==> config.mk <==
export PLATFORM = sky130hd
export DESIGN_NAME = display_scheduler
export DESIGN_NICKNAME = d
export VERILOG_FILES = /design/src/rtl/display_scheduler.sv
export SDC_FILE = /design/constraint.sdc
export NUM_CORES = 1
export LEC_CHECK = 0
export ABC_CLOCK_PERIOD_IN_PS = 2900
export CAP_MARGIN = 25
export CORE_ASPECT_RATIO = 1.75
export CORE_MARGIN = 10
export CORE_UTILIZATION = 25
export DETAILED_ROUTE_END_ITERATION = 16
export GPL_TIMING_DRIVEN = 0
export PLACE_DENSITY = 0.5
export SLEW_MARGIN = 20
export SYNTH_ARGS = -nofsm -noshare
export SYNTH_HDL_FRONTEND = slang
export SYNTH_SLANG_ARGS = --single-unit
==> constraint.sdc <==
create_clock -name clk -period 2.9 [get_ports clk]
set_clock_uncertainty 0.15 [all_clocks]
set_input_delay 0.58 -clock clk [delete_from_list [all_inputs] [get_ports clk]]
set_output_delay 0.58 -clock clk [all_outputs]
set_load 0.02 [all_outputs]
==> src/rtl/display_scheduler.sv <==
// Draw scheduler for the slide-puzzle display engine: keeps a shadow board of
// tile IDs plus a dirty mask and issues one plot or wipe at a time.
module display_scheduler #(
  parameter logic [2:0] TILE_SPRITE = 3'd1,
  parameter int TO_W = 15,
  parameter logic [TO_W-1:0] TIMEOUT = 15'd32767
) (
  input  logic       clk,
  input  logic       resetn,
  input  logic       upd_valid,
  input  logic [3:0] upd_addr,
  input  logic [3:0] upd_id,
  input  logic       screen_req,
  input  logic [2:0] screen_sel,
  input  logic       screen_redraw,
  input  logic       done,
  output logic [3:0] address,
  output logic [3:0] ID,
  output logic       plot,
  output logic       load_sprite,
  output logic [2:0] sprite_sel,
  output logic       busy,
  output logic       screen_ack,
  output logic       timeout_err
);

  // Handshake: plot/load_sprite are single-cycle requests; address, ID and
  // sprite_sel stay stable from the request until done (or watchdog expiry).
  typedef enum logic [2:0] {
    S_IDLE, S_SCAN, S_PLOT_REQ, S_PLOT_WAIT, S_WIPE_REQ, S_WIPE_WAIT
  } state_t;

  // The counter starts one cycle after the request and the error flag adds a
  // register stage, so matching two early flags expiry TIMEOUT cycles after it.
  localparam logic [TO_W-1:0] L_TO_HIT = TIMEOUT - TO_W'(2);

  state_t          r_state;
  state_t          w_next;
  logic [3:0]      r_ptr;
  logic [15:0]     r_dirty;
  logic [15:0]     w_dirty_nxt;
  logic [3:0]      r_table [16];
  logic            r_pend;
  logic [2:0]      r_sel_lat;
  logic            r_redraw_lat;
  logic            r_wipe_redraw;
  logic [TO_W-1:0] r_wdog;
  logic [3:0]      r_address;
  logic [3:0]      r_id;
  logic [2:0]      r_sprite_sel;
  logic            r_timeout_err;
  logic            w_to_hit;

  assign w_to_hit = (r_wdog == L_TO_HIT);

  always_ff @(posedge clk or negedge resetn) begin
    if (!resetn) r_state <= S_IDLE;
    else         r_state <= w_next;
  end

  always_comb begin
    w_next = r_state;
    case (r_state)
      S_IDLE: begin
        if (r_pend)                w_next = S_WIPE_REQ;
        else if (r_dirty != 16'h0) w_next = S_SCAN;
      end
      S_SCAN: begin
        if (r_pend)                w_next = S_WIPE_REQ;
        else if (r_dirty == 16'h0) w_next = S_IDLE;
        else if (r_dirty[r_ptr])   w_next = S_PLOT_REQ;
      end
      S_PLOT_REQ:  w_next = S_PLOT_WAIT;
      S_PLOT_WAIT: if (done || w_to_hit) w_next = S_IDLE;
      S_WIPE_REQ:  w_next = S_WIPE_WAIT;
      S_WIPE_WAIT: if (done || w_to_hit) w_next = S_IDLE;
      default:     w_next = S_IDLE;
    endcase
  end

  always_comb begin
    plot        = (r_state == S_PLOT_REQ);
    load_sprite = (r_state == S_WIPE_REQ);
    screen_ack  = (r_state == S_WIPE_WAIT) && done;
    busy        = (r_state != S_IDLE) || r_pend || (r_dirty != 16'h0);
    sprite_sel  = (r_state == S_WIPE_REQ) ? r_sel_lat : r_sprite_sel;
    address     = r_address;
    ID          = r_id;
    timeout_err = r_timeout_err;
  end

  // A cell stays dirty if its table entry changed after the ID was latched.
  always_comb begin
    w_dirty_nxt = r_dirty;
    if (r_state == S_PLOT_REQ && r_table[r_ptr] == r_id) w_dirty_nxt[r_ptr] = 1'b0;
    if (r_state == S_WIPE_WAIT && done && r_wipe_redraw) w_dirty_nxt = 16'hFFFF;
    if (upd_valid) w_dirty_nxt[upd_addr] = 1'b1;
  end

  always_ff @(posedge clk or negedge resetn) begin
    if (!resetn) begin
      r_ptr         <= 4'd0;
      r_dirty       <= 16'h0000;
      for (int i = 0; i < 16; i++) r_table[i] <= 4'(i);
      r_pend        <= 1'b0;
      r_sel_lat     <= 3'd0;
      r_redraw_lat  <= 1'b0;
      r_wipe_redraw <= 1'b0;
      r_wdog        <= '0;
      r_address     <= 4'd0;
      r_id          <= 4'd0;
      r_sprite_sel  <= 3'd0;
      r_timeout_err <= 1'b0;
    end else begin
      r_dirty <= w_dirty_nxt;
      if (upd_valid) r_table[upd_addr] <= upd_id;
      if (screen_req) begin
        r_pend       <= 1'b1;
        r_sel_lat    <= screen_sel;
        r_redraw_lat <= screen_redraw;
      end else if (r_state == S_WIPE_REQ) begin
        r_pend <= 1'b0;
      end
      case (r_state)
        S_SCAN: begin
          if (!r_pend && r_dirty != 16'h0) begin
            if (r_dirty[r_ptr]) begin
              r_address    <= r_ptr;
              r_id         <= r_table[r_ptr];
              r_sprite_sel <= TILE_SPRITE;
            end else begin
              r_ptr <= r_ptr + 4'd1;
            end
          end
        end
        S_PLOT_REQ: r_wdog <= '0;
        S_PLOT_WAIT: begin
          if (done)          r_ptr <= r_ptr + 4'd1;
          else if (w_to_hit) r_timeout_err <= 1'b1;
          else               r_wdog <= r_wdog + TO_W'(1);
        end
        S_WIPE_REQ: begin
          r_wdog        <= '0;
          r_sprite_sel  <= r_sel_lat;
          r_wipe_redraw <= r_redraw_lat;
        end
        S_WIPE_WAIT: begin
          if (!done) begin
            if (w_to_hit) r_timeout_err <= 1'b1;
            else          r_wdog <= r_wdog + TO_W'(1);
          end
        end
        default: ;
      endcase
    end
  end

endmodule

==> results of run 1 <==
-- metal layers --
| layer | vias up | part of all wire | track usage |
|---|---|---|---|
| li1 | 2015 | - | - |
| met1 | 2190 | 0.38 | 0.1080 |
| met2 | 99 | 0.52 | 0.1917 |
| met3 | 36 | 0.041 | 0.02451 |
| met4 | 0 | 0.058 | 0.08430 |
| met5 | - | 0 | 0 |
-- final timing paths --
check	endpoint	slack (ns)	depth (start not counted)
max	sprite_sel[1]	0.1	6
min	r_wdog[7]	-0.006	1
max reg2reg	r_dirty[10]	0.11	10
min reg2reg	timeout_err	0.31	1
max in group asynchronous	r_table[21]	1.85	2
min in group clk	timeout_err	0.31	1
-- cell usage in the layout, fill, tap and decap left out, types with 4 or more instances in the layout --
master,netlist,final
xnor2_1,11,11
o21ai_0,10,10
or3_1,8,8
nor4_2,1,5
dfstp_2,32,32
inv_1,7,7
nand3_1,9,9
buf_2,9,6
nor2_1,47,47
nor2b_1,6,6
clkinv_4,0,4
ha_1,6,6
buf_4,1,9
nand2b_1,8,8
clkbuf_1,13,11
dfrtp_1,88,88
mux4_2,8,10
nand2_1,39,39
clkdlybuf4s50_1,0,26
mux2i_1,20,19
nor3_1,30,30
clkinvlp_4,0,4
nand4_1,7,7
mux2_2,82,82
xor2_1,8,8
a21oi_1,19,19
clkbuf_16,0,17
-- per-stage QoR --
stage | power [mW] | instances
floorplan | 3.580 | 526
global placement | 4.168 | 866
detailed placement | 4.221 | 867
CTS | 6.437 | 902
global route | 6.783 | 904
finish | 6.423 | 904
-- cells in the mapped netlist (2+ instances only) --
library cell	number	area, um2
a211oi_1	2	15.01
a21o_1	2	15.01
a21oi_1	19	95.09
a22o_1	2	17.52
a22oi_1	2	15.01
and2_1	4	25.02
and4_1	2	17.52
buf_1	2	7.510
buf_2	9	45.04
buf_6	3	33.78
clkbuf_1	13	48.80
dfrtp_1	88	2202
dfstp_2	32	840.8
ha_1	6	75.07
inv_1	7	26.28
mux2_2	82	923.4
mux2i_1	20	200.2
mux4_1	5	131.4
mux4_2	8	180.2
nand2_1	39	146.4
nand2b_1	8	50.05
nand3_1	9	45.04
nand3b_1	3	22.52
nand4_1	7	43.79
nor2_1	47	176.4
nor2b_1	6	37.54
nor3_1	30	150.1
nor3b_1	3	22.52
nor4_1	8	50.05
o21ai_0	10	50.05
o22a_1	2	17.52
o22ai_1	2	12.51
o2bb2ai_1	2	17.52
or3_1	8	50.05
xnor2_1	11	96.34
xor2_1	8	70.07
-- cells by family (layout without fill, tap and decap cells) --
kind of cell    count (synthesis)  in the layout
mux                           115            115
buf+inv                        36            106
compound gates                 52             52
fa+ha+maj                       6              6
xor+xnor                       19             19
flops                         120            120
simple gates                  178            178
-- power groups by stage --
stage	Sequential [mW]	Combinational, mW	Clock [mW]
2_1_floorplan	2.30	1.28	0
3_3_place_gp	2.31	1.86	0
3_5_place_dp	2.33	1.89	0
4_1_cts	2.30	1.91	2.23
5_1_grt	2.35	2.13	2.30
6_report	2.30	1.93	2.19
-- area by class of cell --
class / instances / area [um2]
clock buffers: 18 / 439.2
flip-flops and latches: 120 / 3043
well taps: 308 / 385.4
multi-input cells: 370 / 2947
plain buffers: 27 / 160.2
repair buffers: 39 / 391.6
clock inverters: 14 / 173.9
fillers: 2480 / 16450
inverters: 8 / 31.28
-- repair_timing --
item | CTS | global route
gates resized for setup | 14 | 16
buffers inserted | 4 | 1
pin swaps | 1 | 0
endpoints found under the setup margin | 26 | 26
endpoints found under the hold margin | 0 | 0
cloned | 0 | 0
hold buffers | 0 | 0
-- flip-flops by register name, indices dropped and copies added (netlist names) --
name and count:
r_ptr 4, r_state 3, r_pend 1, r_redraw_lat 1, r_wdog 15, r_sprite_sel 3, r_wipe_redraw 1, ID 4
r_dirty 16, address 4, r_table 64, timeout_err 1, r_sel_lat 3
==> impl_summary.txt, run 1 <==
----------------------------------------------------
[Run status]
  Run status ... finished, violations left
  Violated checks ... hold timing

[Cells and area]
  Layout Nets ... 606
  Fraction of final layout cells sized beyond drive strength 1 ... 0.3221
  Area growth from synthesis to final layout ... 23.87%
  Post-layout utilization of the core ... 0.3152
  Cell area after layout ... 7571 um2
  Final antenna diode count ... 0

[Die]
  Vertical extent of the die ... 226.8 um
  Die Area ... 31350 um2
  Initial core utilization ... 0.2544
  Core area ... 24020 um2
  Site row count ... 75
  Horizontal extent of the die ... 138.2 um
  Ports ... 33

[Drt]
  DRT iter0 DRCs ... 255
  DRC Markers ... 0
  Wire length per cell after detailed routing ... 18.20 um
  Drt via density ... 4.801
  Via count ... 4340
  Antenna-violating nets left ... 0
  Wire length after detailed routing ... 16450 um
  Iteration count of the initial detailed-routing pass ... 6

[Worst hold path]
  Tightest Hold Check Type ... in2async

[Timing]
  RSZ-0062 raised after global routing ... no
  Tightest slew margin relative to the limit ... 0.3131
  Final-report setup violation count ... 0
  Fin Hold WS ... -0.006142 ns
  Portion of the clock cycle consumed by the worst path in the final layout ... 0.9656
  Worst-case setup margin in the final layout ... 0.09982 ns
  Slew at the pin closest to its max-slew limit ... 1.027 ns
  Setup TNS Final ... 0 ns
  Fin. Hold Viols ... 5
  Count of pins over their slew limit ... 0
  F_max ... 357.1 MHz
  Final period demand of the worst path ... 2.800 ns

[Yosys]
  Total of warnings raised by yosys ... 0
  Net count after synthesis ... 549
  Multiplexer area fraction after synthesis ... 0.2348
  Leading register cell type out of synthesis ... dfrtp_1
  Area of the mapped netlist ... 6112 um2
  Synthesized netlist cell count ... 526
  Complex-gate fraction of the synthesized area ... 0.05691
  Mean post-synth cell area ... 11.62 um2
  Combinational family with the most area after synthesis ... multiplexers
  Number of flip-flops and latches in the synthesized netlist ... 120
  Portion of the post-synthesis area used by sequential elements ... 0.4979
  Async set or reset register ratio after synthesis ... 1.000
  Xor-xnor portion of the synthesized cell area ... 0.02723
  Adder and majority cell fraction of the synthesized area ... 0.01228
  Post-synth EDFFs ... 0
  Count of unique library cells instantiated by Yosys ... 51
  Basic-gate share of the synthesized area counting and, or, nand and nor cells ... 0.1427

[Place]
  Final Wtd Congestion ... 0.8080
  Pre-CTS setup slack ... -0.2596 ns
  # port buffers ... 32
  Detailed placement HPWL ... 12120 um
  Post-Place Cell Area ... 6847 um2

[CTS]
  CTS HTree Levels ... 4
  CTS max path bufs ... 2
  Number of buffers added by the clock tree synthesis step ... 17
  CTS sink count ... 120
  CTS tree ... built
  Root buffer cell ... clkbuf_16
  Clock insertion delay at the later pin of the skew report ... 0.42 ns
  Clock transition at the register clock pins on the worst setup and hold paths after CTS ... 0.06 ns

[Power]
  Clock power frac ... 0.341
  Total internal power ... 4.363 mW
  Max VDD drop ... 0.4717 mV
  Fraction of power consumed by sequential logic ... 0.358
  Leakage power ... 2.983 nW
  Ratio of total power to cell area ... 848.4 nW/um2
  Power dissipated by switching net loads ... 2.060 mW
  Switching portion of total power ... 0.3207
  Comb pwr share ... 0.301

[GRT]
  GR Util All Layers ... 0.1084
  First-pass GRT wire length ... 26410 um
  Antenna violations before repair ... 0
  Global route total overflow ... 0
  Number of global-route vias before repair ... 4767
  Maximum number of pins on one net before global-route repair ... 63

[Critical path]
  Type of the setup path with the least slack ... reg2out
  Worst endpoint data arrival time ... 2.07 ns
  Number of buffers and inverters on the critical path ... 3
  Startpoint of the most critical register-to-register path ... r_ptr[0]
  CP endpoint kind ... output pin
  Crit path launch type ... flip-flop
  Largest fanout of any net on the critical path ... 10
  Crit. Startpoint ... r_state[2]
  Cells traversed along the worst timing path ... buf_4 > nor2b_1 > buf_4 > and2_4 > mux2_2 > clkdlybuf4s15_1
  Kind of cell adding the most delay to the critical path ... buffers and inverters
  Req. time, crit path ... 2.17 ns
  Dominant cell type by count on the critical path ... buf_4
  CP max-delay cell ... dfrtp_1
  Longest individual stage delay on the worst path ... 0.36 ns

[Job]
  Max-cap violations ... 0

----------------------------------------------------
(Power assumes the default switching activity.)
==> inputs of run 2 (changes only) <==
- CTS_CLUSTER_SIZE: unset -> 8
==> results of run 2 <==
The final DEF is identical to that of run 1; final timing and power are the same.
==> inputs of run 3 (changes only) <==
- CORE_MARGIN: 10 -> 2
- CORE_UTILIZATION: 25 -> 39
- PLACE_DENSITY: 0.5 -> 0.66
==> run 3 against run 2 <==
Compared with the run above:
- the flow still finishes with violations (hold timing)
- die area fell by 47%
- worst setup slack got worse by 0.0072 ns
- register-to-register slack barely moved
- global-route usage rose by 8.3 points
- fmax fell by 0.26%
- non-clock buffer count fell by 2
- via count rose by 1.9%
- total power fell by 2.4%
- critical path depth did not move
- design area fell by 2.6%
==> impl_summary.txt, run 3 (synthesis results as in run 1) <==
----------------------------------------------------
[Cells and area]
  Post-layout utilization of the core ... 0.4793 (+0.1641)
  Top reg by flops ... r_table
  Area growth from synthesis to final layout ... 20.68%
  Most used cells in the layout excluding fill and tap cells ... 88 x dfrtp_1, 82 x mux2_2, 47 x nor2_1
  Max reg flops ... 64 (unchanged)
  Fraction of final layout cells sized beyond drive strength 1 ... 0.3148 (-0.007333)
  Total of fill cells in the finished design ... 1339 (-46%)
  Cell area after layout ... 7376 um2 (-2.6%)
  Layout Nets ... 604 (-0.33%)
  Area taken by flip-flops and latches ... 3043 um2 (unchanged)
  Final antenna diode count ... 0 (unchanged)
  Commonest non-fill, non-tap cell in the layout ... dfrtp_1
  Largest registers ... r_table: 64 flops, r_dirty: 16 flops, r_wdog: 15 flops
  Area taken by multi-input logic gates ... 2952 um2 (+0.17%)

[Drt]
  Antenna-violating nets left ... 0 (unchanged)
  Wire length per cell after detailed routing ... 19.73 um (+8.4%)
  Wire length after detailed routing ... 15390 um (-6.5%)
  Via count ... 4422 (+1.9%)
  Iteration count of the initial detailed-routing pass ... 5 (-1)
  Wire length on met2 ... 8391 um (-2.2%)
  DRT iter0 DRCs ... 240 (-5.9%)
  Routed metal-1 wire length ... 5710 um (-8.6%)
  Top Metal Used ... met4
  Drt via density ... 5.669 (+18%)
  DRC Markers ... 0 (unchanged)
  Met3 wirelength from detailed routing ... 453 um (-33%)

[Critical path]
  Worst endpoint data arrival time ... 2.08 ns (about the same)
  Type of the setup path with the least slack ... reg2out
  Longest individual stage delay on the worst path ... 0.36 ns (about the same)
  CP endpoint kind ... output pin
  Cells traversed along the worst timing path ... buf_4 > nor2b_1 > buf_4 > and2_4 > mux2_2 > dlygate4sd2_1
  CP max-delay cell ... dfrtp_1
  Req. time, crit path ... 2.17 ns (about the same)
  Largest fanout of any net on the critical path ... 10 (unchanged)
  Dominant cell type by count on the critical path ... buf_4
  Crit path launch type ... flip-flop

[Timing]
  Count of pins over their slew limit ... 0 (unchanged)
  Fin Hold WS ... -0.009647 ns (-0.003506 ns)
  RSZ-0062 raised after global routing ... no
  Portion of the clock cycle consumed by the worst path in the final layout ... 0.9681 (+0.002474)
  Slew at the pin closest to its max-slew limit ... 1.030 ns (+0.003461 ns)
  Tightest slew margin relative to the limit ... 0.3070 (-0.006112)
  Fin. Hold Viols ... 8 (+3)
  Final-report setup violation count ... 0 (unchanged)
  Worst-case setup margin in the final layout ... 0.09264 ns (-0.007175 ns)
  Final period demand of the worst path ... 2.807 ns (+0.007175 ns)
  Setup TNS Final ... 0 ns (unchanged)
  F_max ... 356.2 MHz (-0.26%)

[Die]
  Core area ... 15390 um2 (-36%)
  Die Area ... 16730 um2 (-47%)
  Site row count ... 60 (-20%)
  Horizontal extent of the die ... 98.64 um (-29%)
  Ports ... 33 (unchanged)
  Vertical extent of the die ... 169.6 um (-25%)
  Initial core utilization ... 0.3972 (+0.1427)

[Place]
  Detailed placement HPWL ... 11170 um (-7.8%)
  Final Wtd Congestion ... 0.8787 (+8.7%)
  Pre-CTS setup slack ... -0.3050 ns (-0.04540 ns)
  # port buffers ... 32 (unchanged)
  Post-Place Cell Area ... 6694 um2 (-2.2%)

[CTS]
  CTS sink count ... 120 (unchanged)
  CTS tree ... built
  Clock transition at the register clock pins on the worst setup and hold paths after CTS ... 0.06 ns (about the same)
  CTS HTree Levels ... 4 (unchanged)
  Number of buffers added by the clock tree synthesis step ... 17 (unchanged)
  Count of hold buffers inserted by post-cts repair ... 0 (unchanged)
  CTS max path bufs ... 2 (unchanged)
  Root buffer cell ... clkbuf_16
  Clock insertion delay at the later pin of the skew report ... 0.41 ns (about the same)

[Power]
  Leakage power ... 2.962 nW (-0.69%)
  Total internal power ... 4.267 mW (-2.2%)
  Comb pwr share ... 0.304 (+0.003)
  Fraction of power consumed by sequential logic ... 0.368 (+0.010)
  Ratio of total power to cell area ... 849.9 nW/um2 (+0.18%)
  Switching portion of total power ... 0.3193 (-0.001355)
  Max VDD drop ... 0.5100 mV (+8.1%)
  Clock power frac ... 0.328 (-0.013)
  Power dissipated by switching net loads ... 2.002 mW (-2.8%)

[GRT]
  Number of global-route vias before repair ... 4690 (-1.6%)
  Maximum number of pins on one net before global-route repair ... 63 (unchanged)
  First-pass GRT wire length ... 24580 um (-6.9%)
  Global route total overflow ... 0 (unchanged)
  GR Util All Layers ... 0.1913 (+0.08288)
  Antenna violations before repair ... 0 (unchanged)

[Job]
  Max-cap violations ... 0 (unchanged)

[Worst hold path]
  Tightest Hold Check Type ... in2async

[Run status]
  Violated checks ... hold timing
  Run status ... finished, violations left

----------------------------------------------------
## run 3: worst max-delay path, delay by kind of cell (launching register included)
kind	cells	cell delay, ns
mux	1	0.33
buf+inv	3	0.64
simple gates	2	0.33
flops	1	0.36
## run 3: cell type report
class,instances,share of cell area
Timing Repair Buffer,37,0.05191
Clock inverter,11,0.01679
Inverter,8,0.004241
Clock buffer,21,0.06107
Multi-Input combinational cell,370,0.4002
Buffer,27,0.02171
Sequential cell,120,0.4126
Tap cell,186,0.03155
## run 3: what timing repair did
item                       CTS  global route
setup buffers                1             3
gates resized for setup     13            16
pin swaps                    1             0
setup endpoints to repair   23            26
## run 3: stage by stage
stage | power (mW) | cells
2_1_floorplan | 3.580 | 526
3_3_place_gp | 4.121 | 744
3_5_place_dp | 4.193 | 745
4_1_cts | 6.259 | 777
5_1_grt | 6.579 | 780
6_report | 6.269 | 780
## run 3: final timing paths
path | cells past startpoint | slack, ns | start | end
min reg2reg | 1 | 0.32 | timeout_err | timeout_err
max | 6 | 0.09 | r_state[2] | sprite_sel[2]
max in group asynchronous | 2 | 1.87 | resetn | r_table[11]
max reg2reg | 10 | 0.11 | r_ptr[0] | r_dirty[11]
min in group clk | 1 | 0.32 | timeout_err | timeout_err
min | 1 | -0.01 | resetn | r_dirty[8]
## run 3: power by group through the flow
stage | combinational, mW | sequential, mW | clock, mW
final | 1.90 | 2.31 | 2.06
after floorplan | 1.28 | 2.30 | 0
after global routing | 2.07 | 2.35 | 2.16
after detailed placement | 1.87 | 2.33 | 0
after CTS | 1.87 | 2.31 | 2.08
after global placement | 1.82 | 2.30 | 0
## run 3: layer usage
layer	track usage	vias to the layer above
li1	-	2012
met1	0.2012	2256
met2	0.3475	119
met3	0.03418	35
met4	0.1185	0
met5	0	-
